File: src/rtl/i2s_frame_sched_pkg.sv
// ---------------------------------------------------------------------------
// i2s_frame_sched_pkg
//   Shared types for the I2S frame scheduler and its neighbours: the
//   operating mode and ws state seen from the ws generator/tracker, and the
//   scheduler's own FSM state and error code encodings.
// ---------------------------------------------------------------------------
package i2s_frame_sched_pkg;

  // Operating mode: master/slave transmit/receive.
  typedef enum logic [1:0] {
    M_MT = 2'd0,
    M_MR = 2'd1,
    M_ST = 2'd2,
    M_SR = 2'd3
  } mode_t;

  // Word-select state reported by the ws generator (master) or tracker (slave).
  typedef enum logic [1:0] {
    WS_IDLE = 2'd0,
    WS_L    = 2'd1,
    WS_R    = 2'd2
  } ws_state_t;

  typedef enum logic [2:0] {
    S_IDLE  = 3'd0,
    S_ARM   = 3'd1,
    S_RUN   = 3'd2,
    S_DRAIN = 3'd3,
    S_ERR   = 3'd4
  } sched_state_t;

  typedef enum logic [1:0] {
    E_NONE  = 2'd0,
    E_UNDER = 2'd1,
    E_OVER  = 2'd2,
    E_TMO   = 2'd3
  } err_code_t;

  // Transmit modes feed from the TX FIFO; receive modes fill the RX FIFO.
  function automatic logic is_tx(input mode_t m);
    return (m == M_MT) || (m == M_ST);
  endfunction

endpackage

File: src/rtl/i2s_sched_wdog.sv
// ---------------------------------------------------------------------------
// i2s_sched_wdog
//   Watchdog counter for the I2S frame scheduler. Only built when
//   I2S_FRAME_SCHED_WDOG_EN is defined; otherwise this file is empty.
//
//   clk      in   serial clock, state changes on negedge
//   rst_     in   asynchronous active-low reset
//   clear    in   restart the count from zero (scheduler state entry)
//   enable   in   count this cycle
//   expired  out  count has reached WDOG_CYC while enabled
// ---------------------------------------------------------------------------
`ifdef I2S_FRAME_SCHED_WDOG_EN
module i2s_sched_wdog #(
  parameter int WDOG_CYC = 1024
) (
  input  logic clk,
  input  logic rst_,
  input  logic clear,
  input  logic enable,
  output logic expired
);

  localparam int CW = $clog2(WDOG_CYC + 1);

  logic [CW-1:0] count_q, count_d;

  // The count equals the number of enabled cycles since entry; expiry fires
  // on the WDOG_CYC-th one so the scheduler reacts on that very edge.
  assign expired = enable && (count_q == CW'(WDOG_CYC - 1));

  always_comb begin
    count_d = count_q;
    if (clear) begin
      count_d = '0;
    end else if (enable && !expired) begin
      count_d = count_q + CW'(1);
    end
  end

  always_ff @(negedge clk or negedge rst_) begin
    if (!rst_) begin
      count_q <= '0;
    end else begin
      count_q <= count_d;
    end
  end

endmodule
`endif

File: src/rtl/i2s_frame_sched.sv
// ---------------------------------------------------------------------------
// i2s_frame_sched
//   Runs a programmed burst of I2S frames by driving tran_en/stop into the ws
//   generator/tracker, counts completed frames, detects FIFO underrun and
//   overrun, and reports done/error/progress to the register layer.
//   All state changes on negedge clk to match the ws logic.
//
//   Optional feature: define I2S_FRAME_SCHED_WDOG_EN to build a watchdog
//   (WDOG_CYC cycles) that bounds the time spent in ARM and DRAIN.
//
//   Ports
//     clk, rst_          serial clock, async active-low reset
//     start              1-cycle pulse, begin burst (IDLE/ERR only)
//     abort              level, finish current frame then stop
//     pause              level, freeze serial activity via stop
//     frame_cnt          frames to transfer, sampled on start (0 = no-op)
//     mode, stereo       operating mode and channel format
//     ws_state, ch_last  ws state and last-bit-of-slot pulse
//     Tx_empty, Rx_full  FIFO status
//     tran_en, stop      control to ws generator/tracker
//     busy               not IDLE
//     done_irq, err_irq  1-cycle completion / error pulses
//     err_code           sticky error cause until next start
//     frames_done        completed frames in current/last burst
// ---------------------------------------------------------------------------
module i2s_frame_sched
  import i2s_frame_sched_pkg::*;
#(
  parameter int CNT_W = 16
`ifdef I2S_FRAME_SCHED_WDOG_EN
  , parameter int WDOG_CYC = 1024
`endif
) (
  input  logic             clk,
  input  logic             rst_,
  input  logic             start,
  input  logic             abort,
  input  logic             pause,
  input  logic [CNT_W-1:0] frame_cnt,
  input  mode_t            mode,
  input  logic             stereo,
  input  ws_state_t        ws_state,
  input  logic             ch_last,
  input  logic             Tx_empty,
  input  logic             Rx_full,
  output logic             tran_en,
  output logic             stop,
  output logic             busy,
  output logic             done_irq,
  output logic             err_irq,
  output logic [1:0]       err_code,
  output logic [CNT_W-1:0] frames_done
);

  sched_state_t     state_q, state_d;
  logic [CNT_W-1:0] remaining_q, remaining_d;
  logic [CNT_W-1:0] frames_done_q, frames_done_d;
  err_code_t        err_code_q, err_code_d;
  logic             tran_en_q, tran_en_d;
  logic             done_irq_q, done_irq_d;
  logic             err_irq_q, err_irq_d;

  logic tx_mode;
  logic fc;
  logic ready;
  logic xrun;
  logic last_fc;
  logic take_fc;
  logic wdog_expired;

  assign tx_mode = is_tx(mode);

  // A frame ends on the last bit of R in stereo, of L in mono.
  assign fc = ch_last && (stereo ? (ws_state == WS_R) : (ws_state == WS_L));

  assign ready = tx_mode ? !Tx_empty : !Rx_full;

  // FIFO starvation/overflow matters only while more frames are still owed;
  // on the final frame completion takes precedence.
  assign xrun = ch_last && (remaining_q > CNT_W'(1)) && (tx_mode ? Tx_empty : Rx_full);

  assign last_fc = fc && (remaining_q == CNT_W'(1));

`ifdef I2S_FRAME_SCHED_WDOG_EN
  i2s_sched_wdog #(
    .WDOG_CYC (WDOG_CYC)
  ) u_wdog (
    .clk     (clk),
    .rst_    (rst_),
    .clear   (state_d != state_q),
    .enable  ((state_q == S_ARM) || (state_q == S_DRAIN)),
    .expired (wdog_expired)
  );
`else
  assign wdog_expired = 1'b0;
`endif

  // -------------------------------------------------------------------------
  // State register
  // -------------------------------------------------------------------------
  // NOTE: sequential state uses non-blocking assignments so every flop
  // samples the pre-edge value of its neighbours, independent of block order.
  always_ff @(negedge clk or negedge rst_) begin
    if (!rst_) begin
      state_q <= S_IDLE;
    end else begin
      state_q <= state_d;
    end
  end

  // -------------------------------------------------------------------------
  // Next-state logic
  // -------------------------------------------------------------------------
  // NOTE: every variable written in an always_comb gets a default first so no
  // path leaves it unassigned, which would otherwise infer a latch.
  always_comb begin
    state_d = state_q;
    case (state_q)
      S_IDLE, S_ERR: begin
        if (start) begin
          state_d = (frame_cnt != '0) ? S_ARM : S_IDLE;
        end
      end
      S_ARM: begin
        if (abort) begin
          state_d = S_IDLE;
        end else if (ready) begin
          state_d = S_RUN;
        end else if (wdog_expired) begin
          state_d = S_ERR;
        end
      end
      S_RUN: begin
        if (xrun || abort || last_fc) begin
          state_d = S_DRAIN;
        end
      end
      S_DRAIN: begin
        // An error recorded in RUN waits here for ws to go idle, then lands in ERR.
        if (ws_state == WS_IDLE) begin
          state_d = (err_code_q == E_NONE) ? S_IDLE : S_ERR;
        end else if (wdog_expired) begin
          state_d = S_ERR;
        end
      end
      default: state_d = S_IDLE;
    endcase
  end

  // -------------------------------------------------------------------------
  // Datapath: counters, tran_en, error code and interrupt pulses
  // -------------------------------------------------------------------------
  always_comb begin
    remaining_d   = remaining_q;
    frames_done_d = frames_done_q;
    err_code_d    = err_code_q;
    tran_en_d     = tran_en_q;
    done_irq_d    = 1'b0;
    err_irq_d     = 1'b0;
    take_fc       = 1'b0;

    case (state_q)
      S_IDLE, S_ERR: begin
        tran_en_d = 1'b0;
        if (start) begin
          remaining_d   = frame_cnt;
          frames_done_d = '0;
          err_code_d    = E_NONE;
          done_irq_d    = (frame_cnt == '0);
        end
      end
      S_ARM: begin
        if (!abort) begin
          if (ready) begin
            tran_en_d = 1'b1;
          end else if (wdog_expired) begin
            err_code_d = E_TMO;
            err_irq_d  = 1'b1;
          end
        end
      end
      S_RUN: begin
        if (xrun) begin
          err_code_d = tx_mode ? E_UNDER : E_OVER;
          tran_en_d  = 1'b0;
        end else begin
          take_fc = fc;
          // Drop enable once only the final frame is owed and ws is active,
          // so the generator sees 0 at the final slot boundary. Covers the
          // single-frame burst, where remaining is 1 from the start.
          if (abort || ((remaining_q == CNT_W'(1)) && (ws_state != WS_IDLE))) begin
            tran_en_d = 1'b0;
          end
        end
      end
      S_DRAIN: begin
        tran_en_d = 1'b0;
        // After an abort the in-flight frame still counts; after an error it does not.
        take_fc = fc && (err_code_q == E_NONE);
        if (ws_state == WS_IDLE) begin
          if (err_code_q == E_NONE) begin
            done_irq_d = 1'b1;
          end else begin
            err_irq_d = 1'b1;
          end
        end else if (wdog_expired) begin
          err_code_d = E_TMO;
          err_irq_d  = 1'b1;
        end
      end
      default: tran_en_d = 1'b0;
    endcase

    if (take_fc) begin
      if (remaining_q != '0) begin
        remaining_d = remaining_q - CNT_W'(1);
      end
      if (frames_done_q != '1) begin
        frames_done_d = frames_done_q + CNT_W'(1);
      end
    end
  end

  always_ff @(negedge clk or negedge rst_) begin
    if (!rst_) begin
      remaining_q   <= '0;
      frames_done_q <= '0;
      err_code_q    <= E_NONE;
      tran_en_q     <= 1'b0;
      done_irq_q    <= 1'b0;
      err_irq_q     <= 1'b0;
    end else begin
      remaining_q   <= remaining_d;
      frames_done_q <= frames_done_d;
      err_code_q    <= err_code_d;
      tran_en_q     <= tran_en_d;
      done_irq_q    <= done_irq_d;
      err_irq_q     <= err_irq_d;
    end
  end

  // -------------------------------------------------------------------------
  // Outputs
  // -------------------------------------------------------------------------
  always_comb begin
    busy = (state_q != S_IDLE);
    stop = pause && ((state_q == S_ARM) || (state_q == S_RUN) || (state_q == S_DRAIN));
  end

  assign tran_en     = tran_en_q;
  assign done_irq    = done_irq_q;
  assign err_irq     = err_irq_q;
  assign err_code    = err_code_q;
  assign frames_done = frames_done_q;

endmodule

File: config.mk
export PLATFORM = sky130hd
export DESIGN_NAME = i2s_frame_sched
export DESIGN_NICKNAME = d
export VERILOG_FILES = /design/src/rtl/i2s_frame_sched_pkg.sv /design/src/rtl/i2s_sched_wdog.sv /design/src/rtl/i2s_frame_sched.sv
export SDC_FILE = /design/constraint.sdc
export NUM_CORES = 1
export LEC_CHECK = 0
export CAP_MARGIN = 5
export CORE_MARGIN = 3
export CORE_UTILIZATION = 47
export CTS_CLUSTER_DIAMETER = 40
export DETAILED_ROUTE_END_ITERATION = 16
export GPL_TIMING_DRIVEN = 0
export PLACE_DENSITY = 0.75
export SKIP_LAST_GASP = 1
export SLEW_MARGIN = 20
export SYNTH_ARGS = -nofsm -noshare
export SYNTH_HDL_FRONTEND = slang
export SYNTH_HIERARCHICAL = 1
export SYNTH_SLANG_ARGS = --single-unit
export TNS_END_PERCENT = 20
File: constraint.sdc
create_clock -name clk -period 2.95 [get_ports clk]
set_input_delay 0.59 -clock clk [delete_from_list [all_inputs] [get_ports clk]]
set_output_delay 0.59 -clock clk [all_outputs]
set_load 0.1 [all_outputs]
==> results of run 1 <==
[cell usage after synthesis, drive strengths merged (4+ instances only)]
library cell / n / area, um2
dfrtn: 40 / 1000
o21ai: 31 / 155
nand2: 25 / 96.4
nor2: 19 / 71.3
a221o: 14 / 140
nor4: 12 / 81.3
a21oi: 11 / 55.1
nand3: 11 / 55.1
nor3: 10 / 61.3
clkbuf: 9 / 33.8
inv: 9 / 33.8
or3: 8 / 50.1
nor3b: 7 / 52.6
nand4: 6 / 37.5
and3: 5 / 31.3
a21o: 4 / 30.0
ha: 4 / 50.1
nand2b: 4 / 27.5
o21a: 4 / 30.0
[path summary, 6_finish.rpt]
path | from | endpoint | slack (ps) | cells after the start
hold reg to reg | tran_en | tran_en | 450 | 1
hold / removal | tran_en | tran_en | 450 | 1
setup reg to reg | remaining_q[8] | tran_en | 340 | 7
setup / recovery | stereo | frames_done[2] | -530 | 9
max in group asynchronous | rst_ | remaining_q[1] | 820 | 2
min in group asynchronous | rst_ | frames_done[6] | 1620 | 1
[registers in the layout (all words and copies together) (netlist names)]
signal	count
done_irq	1
err_code	2
err_irq	1
frames_done	16
remaining_q	16
state_q	3
tran_en	1
[power by group]
group          switching (mW)  total [mW]  leakage [nW]  internal, mW
registers               0.160       0.868         0.529         0.708
logic                   0.921        1.52          1.06         0.599
clock network           0.218       0.379        0.0400         0.161
total                    1.30        2.77          1.63          1.47
[cell usage in the layout, fill, tap and decap left out, drive strengths merged, types with 8 or more instances in the layout]
master / Yosys / layout
buf: 3 / 46
dfrtn: 40 / 40
o21ai: 31 / 31
nand2: 25 / 25
nor2: 19 / 19
dlymetal6s2s: 0 / 15
a221o: 14 / 14
clkdlybuf4s15: 0 / 13
nor4: 12 / 12
nand3: 11 / 11
a21oi: 11 / 11
nor3: 10 / 10
clkbuf: 9 / 10
inv: 9 / 9
or3: 8 / 8
[critical path: stages]
cell	delay (ps)
buf_8	100
nor4bb_4	280
o211ai_1	160
buf_4	190
a21oi_4	180
a21oi_4	90
buf_8	150
o21ai_0	220
o21ai_0	170
[through the flow]
| step | setup slack [ps] | instance area [um2] | util, % | hold WS (ps) |
|---|---|---|---|---|
| 2_1_floorplan | -602 | 2500 | - | 436 |
| 3_3_place_gp | -1410 | 3080 | 63.2 | 436 |
| 3_5_place_dp | -1410 | 3100 | 63.6 | 443 |
| 4_1_cts | -575 | 3520 | 72.1 | 449 |
| 5_1_grt | -621 | 3680 | 75.5 | 469 |
| 6_report | -534 | 3680 | 75.5 | 447 |
[final cells by class]
cell class	instances	area, um2	area share, %
multi-input cells	216	1560	42.4
flip-flops and latches	40	1000	27.2
repair buffers	75	852	23.1
well taps	67	83.8	2.28
plain buffers	8	70.1	1.90
clock buffers	5	68.8	1.87
inverters	9	33.8	0.917
clock inverters	2	12.5	0.340
[metal layers]
metal | share of wire, % | GRT usage, %
met5 | 0 | 0
met4 | 2.0 | 8.74
met3 | 5.9 | 4.93
met2 | 49 | 39.9
met1 | 43 | 33.2
[kinds of logic after synthesis]
| group | share of synthesized area (%) |
|---|---|
| XOR/XNOR | 1.79 |
| AO/OA/AOI/OAI | 22.7 |
| adder cells (fa/ha/maj) | 2.04 |
| buffers and inverters | 3.72 |
| AND/OR/NAND/NOR | 28.1 |
| flip-flops | 40.8 |
| multiplexers | 0.867 |
[repair_timing]
action | 4_1_cts | 5_1_grt
gates resized for setup | 180 | 57
setup endpoints to repair | 63 | 60
setup buffers | 20 | 2
pin swaps | 7 | 12
cloned | 1 | 1
==> impl_metrics.env, run 1 <==
export IMPL_finalNetCount=388
export IMPL_die_area_um2=6120
export IMPL_synth_edff_count=0
export IMPL_ys_flop_type="dfrtn_1"
export IMPL_htreeDepth=2
export IMPL_timing_final_hold_violations=0
export IMPL_via_per_inst=6.11
export IMPL_finalSetupViolCount=59
export IMPL_dp_cells=395
export IMPL_worst_ep_required_time_ps=1600
export IMPL_avgSynthCellArea_um2=8.85
export IMPL_yosys_warnings=6
export IMPL_seq_area_frac_synth_pct=40.8
export IMPL_grt_overflow_total=0
export IMPL_final_cell_count_no_fill=422
export IMPL_synth_async_sr_flop_share_pct=100
export IMPL_clk_path_buf_depth=2
export IMPL_synth_fp_nets=310
export IMPL_fin_skew_ps=10.2
export IMPL_end_kind="register"
export IMPL_clock_latency_ps=310
export IMPL_path_clk_slew_ps=60
export IMPL_crit_arrival_ps=2140
export IMPL_drive_gt1_share_pct=29.6
export IMPL_final_max_slew_violation_count=0
export IMPL_place_congestion=0.905
export IMPL_violations="setup timing"
export IMPL_coreArea_um2=4880
export IMPL_leakage_nw=1.63
export IMPL_cts_tree="built"
export IMPL_numCtsBuffers=5
export IMPL_grt_pass1_vias=2547
export IMPL_cts_sinks=40
export IMPL_grt_max_degree=22
export IMPL_peakVddDrop_mv=0.574
export IMPL_ys_seq_elements=40
export IMPL_fillCellCount=346
export IMPL_tns_ps=-22210
export IMPL_drt_iter0_markers=233
export IMPL_syn_area_um2=2450
export IMPL_wl_per_cell_um=17.7
export IMPL_crit_fanout=6
export IMPL_worst_pin_slew_ps=583
export IMPL_start_util_pct=50.3
export IMPL_die_h_um=78.2
export IMPL_maxCapViolCount=0
export IMPL_grt_use_total_pct=24.8
export IMPL_power_mw=2.77
export IMPL_critPathKind="in2reg"
export IMPL_grt_pass1_wl_mm=12.0
export IMPL_diodes=0
export IMPL_relSlewSlack_pct=60.7
export IMPL_outcome="finished, violations left"
export IMPL_fp_dieW_um=78.2
export IMPL_port_buffers=50
export IMPL_synth_cell_types=54
export IMPL_io_pins=52
export IMPL_hold_class="reg2reg"
export IMPL_cp_start_kind="input pin"
export IMPL_vias=2577
export IMPL_dr_pass1_iters=4
export IMPL_antenna_left=0
export IMPL_rsz0062_at_grt="true"
export IMPL_clock_root_buffer="clkbuf_8"
export IMPL_placementRows=25
export IMPL_dp_hpwl_mm=4.86
export IMPL_synthCells=277
export IMPL_grt_antenna_before_repair=0
export IMPL_drc=0
export IMPL_syn2layout_area_growth_pct=50.3
export IMPL_p_per_area_nw_per_um2=750
export IMPL_setup_slack_ps=-534
export IMPL_routed_wl_mm=7.47
export IMPL_cts_hold_buffers=0
Note: power is estimated with default switching activity, not from simulation.
==> inputs of run 2 (changes only) <==
- CTS_CLUSTER_DIAMETER: 40 -> 200
==> results of run 2 <==
No change in the layout: final DEF, timing and power equal those of run 1.
